==> src/rtl/side_ch_pkg.sv <==
// Shared types and constants for the side-channel IQ capture front end.
package side_ch_pkg;

   typedef enum logic [1:0] {
      ST_IDLE    = 2'd0,
      ST_HEADER  = 2'd1,
      ST_CAPTURE = 2'd2
   } side_ch_state_t;

   localparam logic [15:0] SIDE_CH_HDR_MAGIC = 16'hA5C3;

   localparam int unsigned HDR_FIELD_W   = 16;
   localparam int unsigned HDR_MAGIC_LSB = 48;
   localparam int unsigned HDR_SEQ_LSB   = 32;
   localparam int unsigned HDR_LEN_LSB   = 16;
   localparam int unsigned HDR_W         = 64;

   // Header word: magic | sequence | zero-extended length | reserved zero.
   function automatic logic [HDR_W-1:0] side_ch_header(input logic [HDR_FIELD_W-1:0] seq,
                                                       input logic [HDR_FIELD_W-1:0] len);
      logic [HDR_W-1:0] hdr;
      hdr = '0;
      hdr[HDR_MAGIC_LSB +: HDR_FIELD_W] = SIDE_CH_HDR_MAGIC;
      hdr[HDR_SEQ_LSB   +: HDR_FIELD_W] = seq;
      hdr[HDR_LEN_LSB   +: HDR_FIELD_W] = len;
      return hdr;
   endfunction

endpackage

==> src/rtl/side_ch_iq_pair_packer.sv <==
// Packs two consecutive IQ samples into one word; first sample lands in the low half.
module side_ch_iq_pair_packer #(
   parameter int unsigned IQ_WIDTH = 32
) (
   input  logic                  clk,
   input  logic                  rstn,
   input  logic                  clr,
   input  logic                  in_valid,
   input  logic [IQ_WIDTH-1:0]   iq,
   output logic [2*IQ_WIDTH-1:0] word,
   output logic                  word_valid
);

   logic [IQ_WIDTH-1:0] low_q;
   logic                phase_q;

   // Word is formed combinationally so the parent can register it in the same cycle.
   assign word       = {iq, low_q};
   assign word_valid = in_valid && phase_q && !clr;

   always_ff @(posedge clk or negedge rstn) begin
      if (!rstn) begin
         low_q   <= '0;
         phase_q <= 1'b0;
      end else if (clr) begin
         phase_q <= 1'b0;
      end else if (in_valid) begin
         if (!phase_q) low_q <= iq;
         phase_q <= !phase_q;
      end
   end

endmodule

==> src/rtl/side_ch_iq_capture.sv <==
// Triggered IQ capture: one header word, then sample pairs into the side-channel FIFO.
module side_ch_iq_capture
   import side_ch_pkg::*;
#(
   parameter int unsigned C_DATA_WIDTH           = 64,
   parameter int unsigned IQ_WIDTH               = 32,
   parameter int unsigned MAX_BIT_NUM_DMA_SYMBOL = 14,
   parameter int unsigned SEQ_WIDTH              = 16
) (
   input  logic                              clk,
   input  logic                              rstn,
   input  logic                              capture_en,
   input  logic [MAX_BIT_NUM_DMA_SYMBOL-1:0] capture_len,
   input  logic                              trigger,
   input  logic [IQ_WIDTH-1:0]               iq,
   input  logic                              iq_valid,
   input  logic                              fulln_to_pl,
   output logic [C_DATA_WIDTH-1:0]           data_to_ps,
   output logic                              data_to_ps_valid,
   output logic                              busy,
   output logic [SEQ_WIDTH-1:0]              seq_num,
   output logic [15:0]                       drop_cnt,
   output logic                              overflow,
   input  logic                              clr_status
);

   localparam int unsigned LW = MAX_BIT_NUM_DMA_SYMBOL;

   side_ch_state_t state_q, state_d;
   logic [LW-1:0]           len_q;
   logic [LW-1:0]           word_cnt_q;
   logic [LW-1:0]           cnt_inc_c;
   logic [SEQ_WIDTH-1:0]    seq_inc_c;
   logic [C_DATA_WIDTH-1:0] hdr_c;
   logic [2*IQ_WIDTH-1:0]   pair_word;
   logic                    pair_valid;
   logic                    start_c, abort_c, pack_in_c, emit_c, last_c;

   assign start_c   = (state_q == ST_IDLE) && trigger && capture_en;
   assign abort_c   = (state_q != ST_IDLE) && !capture_en;
   assign pack_in_c = (state_q == ST_CAPTURE) && capture_en && iq_valid;
   assign emit_c    = start_c || pair_valid;
   assign cnt_inc_c = word_cnt_q + LW'(1);
   assign last_c    = pair_valid && (cnt_inc_c == len_q);
   assign seq_inc_c = seq_num + SEQ_WIDTH'(1);
   assign hdr_c     = C_DATA_WIDTH'(side_ch_header(HDR_FIELD_W'(seq_inc_c), HDR_FIELD_W'(capture_len)));

   side_ch_iq_pair_packer #(
      .IQ_WIDTH (IQ_WIDTH)
   ) u_packer (
      .clk        (clk),
      .rstn       (rstn),
      .clr        (start_c || abort_c),
      .in_valid   (pack_in_c),
      .iq         (iq),
      .word       (pair_word),
      .word_valid (pair_valid)
   );

   // Next-state logic; an abort always wins over progress.
   always_comb begin
      state_d = state_q;
      unique case (state_q)
         ST_IDLE:    if (start_c) state_d = ST_HEADER;
         ST_HEADER:  if (!capture_en || len_q == '0) state_d = ST_IDLE;
                     else state_d = ST_CAPTURE;
         ST_CAPTURE: if (!capture_en || last_c) state_d = ST_IDLE;
         default:    state_d = ST_IDLE;
      endcase
   end

   always_ff @(posedge clk or negedge rstn) begin
      if (!rstn) begin
         state_q          <= ST_IDLE;
         len_q            <= '0;
         word_cnt_q       <= '0;
         seq_num          <= '0;
         data_to_ps       <= '0;
         data_to_ps_valid <= 1'b0;
         busy             <= 1'b0;
         drop_cnt         <= '0;
         overflow         <= 1'b0;
      end else begin
         state_q          <= state_d;
         busy             <= (state_d != ST_IDLE);
         data_to_ps_valid <= emit_c && fulln_to_pl;

         if (start_c) begin
            len_q      <= capture_len;
            seq_num    <= seq_inc_c;
            word_cnt_q <= '0;
            data_to_ps <= hdr_c;
         end else if (pair_valid) begin
            word_cnt_q <= cnt_inc_c;
            data_to_ps <= C_DATA_WIDTH'(pair_word);
         end

         // Status clear takes priority over a simultaneous drop.
         if (clr_status) begin
            drop_cnt <= '0;
            overflow <= 1'b0;
         end else if (emit_c && !fulln_to_pl) begin
            overflow <= 1'b1;
            if (drop_cnt != 16'hFFFF) drop_cnt <= drop_cnt + 16'd1;
         end
      end
   end

endmodule
==> config.mk <==
export PLATFORM = sky130hd
export DESIGN_NAME = side_ch_iq_capture
export DESIGN_NICKNAME = d
export VERILOG_FILES = /design/src/rtl/side_ch_pkg.sv /design/src/rtl/side_ch_iq_pair_packer.sv /design/src/rtl/side_ch_iq_capture.sv
export SDC_FILE = /design/constraint.sdc
export NUM_CORES = 1
export LEC_CHECK = 0
export CORE_ASPECT_RATIO = 0.75
export CORE_MARGIN = 5
export CORE_UTILIZATION = 56
export DETAILED_ROUTE_END_ITERATION = 6
export PLACE_DENSITY = 0.87
export SETUP_SLACK_MARGIN = 0.15
export SYNTH_ARGS = -nofsm -noshare
export SYNTH_HDL_FRONTEND = slang
export SYNTH_SLANG_ARGS = --single-unit
==> constraint.sdc <==
create_clock -name clk -period 7.3 [get_ports clk]
set_clock_uncertainty 0.05 [all_clocks]
set_input_delay 1.46 -clock clk [delete_from_list [all_inputs] [get_ports clk]]
set_output_delay 1.46 -clock clk [all_outputs]
set_load 0.05 [all_outputs]
---- Yosys cells after proc, flatten, opt, wreduce, memory -nomap -nowiden ----
Cells that the tools add are included.
word-level totals
  register bits after elaboration ......... 162
  bits in latches ......................... 0
  bits in writable memories ............... 0
  ROM bits ................................ 0
  input bits .............................. 53
  output and inout bits ................... 99
  word-level logic and storage cells ...... 63
  memories kept ........................... 0
operators by class
  add/sub/neg operators ................... 3
  multipliers ............................. 0
  div/mod/pow operators ................... 0
  $lt $le $gt $ge ......................... 0
  eq/ne operators ......................... 4
  shifts and indexed selects .............. 0
  mux-type cells .......................... 15
  bitwise logic cells ..................... 2
  reductions and logical operators ........ 28
operators with widths
  operator                                                               number
  64-bit two-way mux                                                     2
  16-bit two-way mux                                                     3
  16-bit by 1-bit adder with 16-bit output, second input constant        2
  14-bit two-way mux                                                     2
  16-bit inequality test, second input constant                          1
  14-bit by 1-bit adder with 14-bit output, second input constant        1
  14-bit equality test                                                   1
  14-bit logical NOT                                                     1
  2-bit nonzero test                                                     6
  1-bit logical AND                                                      10
  2-bit two-way mux                                                      3
  2-bit case mux with 3 select lines                                     1
  1-bit logical NOT                                                      4
  1-bit logical OR                                                       4
  1-bit two-way mux                                                      4
  3-bit AND reduction                                                    1
  2-bit by 1-bit equality test with 1-bit output, second input constant  1
  2-bit equality test, second input constant                             1
  2-bit logical NOT                                                      1
  1-bit inverter                                                         2
  2-bit AND reduction                                                    1

---- Longest topological paths before layout ----
  depth after elaboration ................. 11
  gate-level depth with buffers ........... 8
  gate-level depth less buffers ........... 7

---- Hierarchy ----
A second synthesis with hierarchy kept.
unflattened totals
  cell total of the unflattened synthesis .. 722
  area, all modules ....................... 7,816.2 um^2
by module, submodules not included
  module                  instances  cells an instance  area an instance (um^2)
  side_ch_iq_capture      1          618                6,316.1
  side_ch_iq_pair_packer  1          104                1,500.2

---- Worst setup path before layout ----
Ideal clock, no wire load.
  kind .................................... input-to-reg
  from .................................... in capture_en
  to ...................................... reg busy
  library setup time ...................... 118 ps
  data arrival time ....................... 3,127 ps
  required time ........................... 7,132 ps
  slack ................................... 4,005 ps
  stages on the path ...................... 6
  buffers on the path ..................... 0
  path through ............................ nand3b_1 -> nor2_1 -> o2111ai_1 -> or4_1 -> or4_1 -> a21o_1
on the way
  longest elaborated chain between the ends .. 10
ends and longest elaborated chain
  element                                 line                                                                          text
  from (decl)                             side_ch_iq_capture.sv:12                                                      input logic capture_en,
  1-bit logical NOT                       side_ch_iq_capture.sv:40, side_ch_iq_capture.sv:65, side_ch_iq_capture.sv:67
  1-bit logical AND                       side_ch_iq_capture.sv:40                                                      assign abort_c = (state_q != ST_IDLE) && !capture_en;
  1-bit logical OR                        side_ch_iq_capture.sv:53                                                      .clr (start_c || abort_c),
  1-bit logical NOT                       side_ch_iq_pair_packer.sv:19                                                  assign word_valid = in_valid && phase_q && !clr;
  1-bit logical AND                       side_ch_iq_pair_packer.sv:19
  1-bit logical AND                       side_ch_iq_capture.sv:44                                                      assign last_c = pair_valid && (cnt_inc_c == len_q);
  1-bit logical OR                        side_ch_iq_capture.sv:67                                                      ST_CAPTURE: if (!capture_en || last_c) state_d = ST_IDLE;
  2-bit two-way mux                       side_ch_iq_capture.sv:67
  2-bit case mux with 3 select lines (*)  side_ch_iq_capture.sv:63                                                      unique case (state_q)
  2-bit nonzero test (*)                  side_ch_iq_capture.sv:85                                                      busy <= (state_d != ST_IDLE);
  to (signal assigned)                    side_ch_iq_capture.sv:85
  to (decl)                               side_ch_iq_capture.sv:20                                                      output logic busy,
Every way passes the cells marked *; elsewhere a longest branch is shown, timed or not.
A chain may end at the register's enable or synchronous reset.

---- Worst setup path in the final report ----
Same ends and word-level chain as after synthesis.

==> results.ini <==
[outcome]
status=finished, final reports clean

[grt]
grt_pass1_wl_um=31770
grt_usage=0.2574
grt_max_degree=83
grt_pass1_vias=6215
grt-ovfl-total=0
antenna_found_initial=0

[floorplan]
pin_count=152
die-width_um=143.1
dieHeight_um=109.8
coreArea_mm2=0.01302
die-area_mm2=0.01571
rows=36
initial_core_util=0.5715

[yosys]
yosysMostFrequentCell=nand2_1
synth_top_cell_by_area=dfrtp_1
syn_area_mm2=0.007440
ys_seq_area_frac=0.5449
synth_top_area_frac=0.5449
synth_cell_types=51
synth-edff-count=0
ys_warn_count=0
async_flop_share=1.000
synth_nets=806
synthFlopType=dfrtp_1
ys_ff_latch=162
syn_area_per_cell_um2=9.920
synthCells=750
synth_area_leaders=dfrtp_1, nand2_1, mux2_2
yosys-top-cells-count=nand2_1, dfrtp_1, nor2_1, nand3_1, o21ai_0

[clock_tree]
hold_buffers=0
cts.clk_slew.worst_paths_ns=0.07
cts_buffers=17
clock-sinks=162
htree_levels=4
root_buffer=clkbuf_16
cts_tree=yes
postCtsSetupBuffers=0
worstSkewPairLatency_ns=0.42
clockBufferDepth=2
cts_resized=0

[timing]
finalCritPeriodShare=0.5512
setup_viol=0
rsz0062_at_grt=false
fin_setup_tns_ns=0
final_hold_viol_count=0
setup_ws_ns=3.276
fin_hold_ws_ns=0.4200
fmax_mhz=248.5
finalCriticalPeriod_ns=4.024
worst_pin_slew_ns=1.016
slew_viol_final=0
maxSlewHeadroom=0.3208

[placement]
dp_hpwl_um=12810
dp_slack_ns=2.903
place_area_mm2=0.009061
io_buffers=151
gp_congestion=0.8842

[detailed_routing]
route.detailed.drc=0
antenna_left=0
wl_um=19180
initialDrtViolationCount=522
dr_total_vias=6110
avgRoutedWirePerCell_um=17.98
dr.pass1.iters=5
viasPerCell=5.726

[power]
power.total_mw=2.678
combPwrFrac=0.231
ir_worst_vdd_mv=0.2274
switchingPower_mw=0.8646
power_frac_clock=0.337
p_leak_nw=4.332
powerDensity_mw_per_mm2=277.1
seq_power_share=0.432
p_sw_frac=0.3229
internal_power_mw=1.813

[setup_path]
critPathLaunch=capture_en
crit_required_ns=7.55
r2r_cells=7
slowest_stage=clkdlybuf4s50_1
worstPathCellList=clkdlybuf4s50_1 > nand3b_1 > nor2_4 > buf_4 > o2111ai_1 > or4_1 > or4_1 > a21o_1
path_max_fanout=55
critPathCaptureType=register
cp_common_cell=or4_1
critPathArrivalTime_ns=4.28
critPathLaunchType=input pin
timing.rr.start=state_q[0]
cpPeakStageDelay_ns=0.61
path_class=input pin to register

[hold_path]
hold_path.class=register to register
holdPathStages=2
worstHoldStart=u_packer.low_q[10]

[cells_and_area]
layout.nets=939
drive_above_1_share=0.09263
syn2layout_area_growth_pct=29.89
n_antenna_cell=0
postLayoutCellArea_mm2=0.009663

[run]
drv_cap=0

==> logic make-up after synthesis <==
group	Yosys count	synth area share
AO/OA/AOI/OAI	96	0.07568
multiplexers	50	0.07265
XOR/XNOR	64	0.07535
flip-flops	162	0.5449
adder cells (fa/ha/maj)	3	0.005046
buffers and inverters	50	0.02590
AND/OR/NAND/NOR	325	0.2005
==> per-stage QoR <==
step	utilization	instances
after floorplan	-	750
after global placement	0.6961	1035
after detailed placement	0.6961	1035
after CTS	0.7423	1067
after global routing	0.7423	1067
final	0.7423	1067
==> worst max-delay path: cells and delay by family <==
kind                   cells  cell delay (ns)
AOI/OAI and AO/OA          2             0.37
buffers and inverters      2             1.13
and+or+nand+nor            4             1.31
==> power groups by stage <==
stage | sequential, mW | clock [mW] | combinational [mW]
finish | 1.16 | 0.902 | 0.619
global route | 1.17 | 0.956 | 0.662
CTS | 1.15 | 0.918 | 0.624
detailed placement | 1.17 | 0 | 0.620
global placement | 1.16 | 0 | 0.605
floorplan | 1.34 | 0 | 0.204
==> state kept, by name, indices dropped and copies added (netlist names) <==
register	flops
len_q	14
seq_num	16
u_packer.low_q	32
busy	1
data_to_ps_valid	1
u_packer.phase_q	1
data_to_ps	64
overflow	1
word_cnt_q	14
drop_cnt	16
state_q	2
==> worst paths after layout <==
kind / slack [ns] / endpoint
setup / recovery: 3.28 / busy
hold / removal: 0.42 / data_to_ps[10]
setup reg to reg: 4.43 / busy
hold reg to reg: 0.42 / data_to_ps[10]
max in group asynchronous: 4.63 / u_packer.low_q[2]
min in group asynchronous: 1.00 / drop_cnt[7]
==> routing by layer <==
layer  wire length [um]  GRT usage  vias up
li1                   -          -     2812
met1               8271     0.3520     2989
met2               8640     0.3921      282
met3               1965    0.08609       27
met4                305    0.08141        0
met5                  0          0        -
==> final cells by class <==
| class | instances | area [um2] |
|---|---|---|
| timing repair buffer | 156 | 1550 |
| multi-input combinational | 538 | 3213 |
| clock buffer | 19 | 452.9 |
| tap | 171 | 214.0 |
| inverter | 8 | 30.03 |
| fill | 922 | 3354 |
| clock inverter | 13 | 148.9 |
| sequential | 162 | 4054 |
==> cells in the final DEF (no fill, tap or decap), types with 3 or more instances in the layout <==
cell type,count
nor2b_1,4
clkdlybuf4s50_1,150
dfrtp_1,162
nand2b_1,3
o21ai_0,45
nand3b_1,3
nor2_1,48
a21oi_1,17
and2_1,4
mux2_2,32
and3_1,9
nor4_1,5
nor3_1,5
nand4_1,13
nand2_1,166
clkbuf_16,17
o2111ai_1,4
ha_1,3
inv_1,7
xnor2_1,38
inv_6,5
mux2i_1,18
and4_1,3
nand3_1,44
a31oi_1,13
buf_4,5
xor2_1,26
Power figures use the tool's default switching activity.
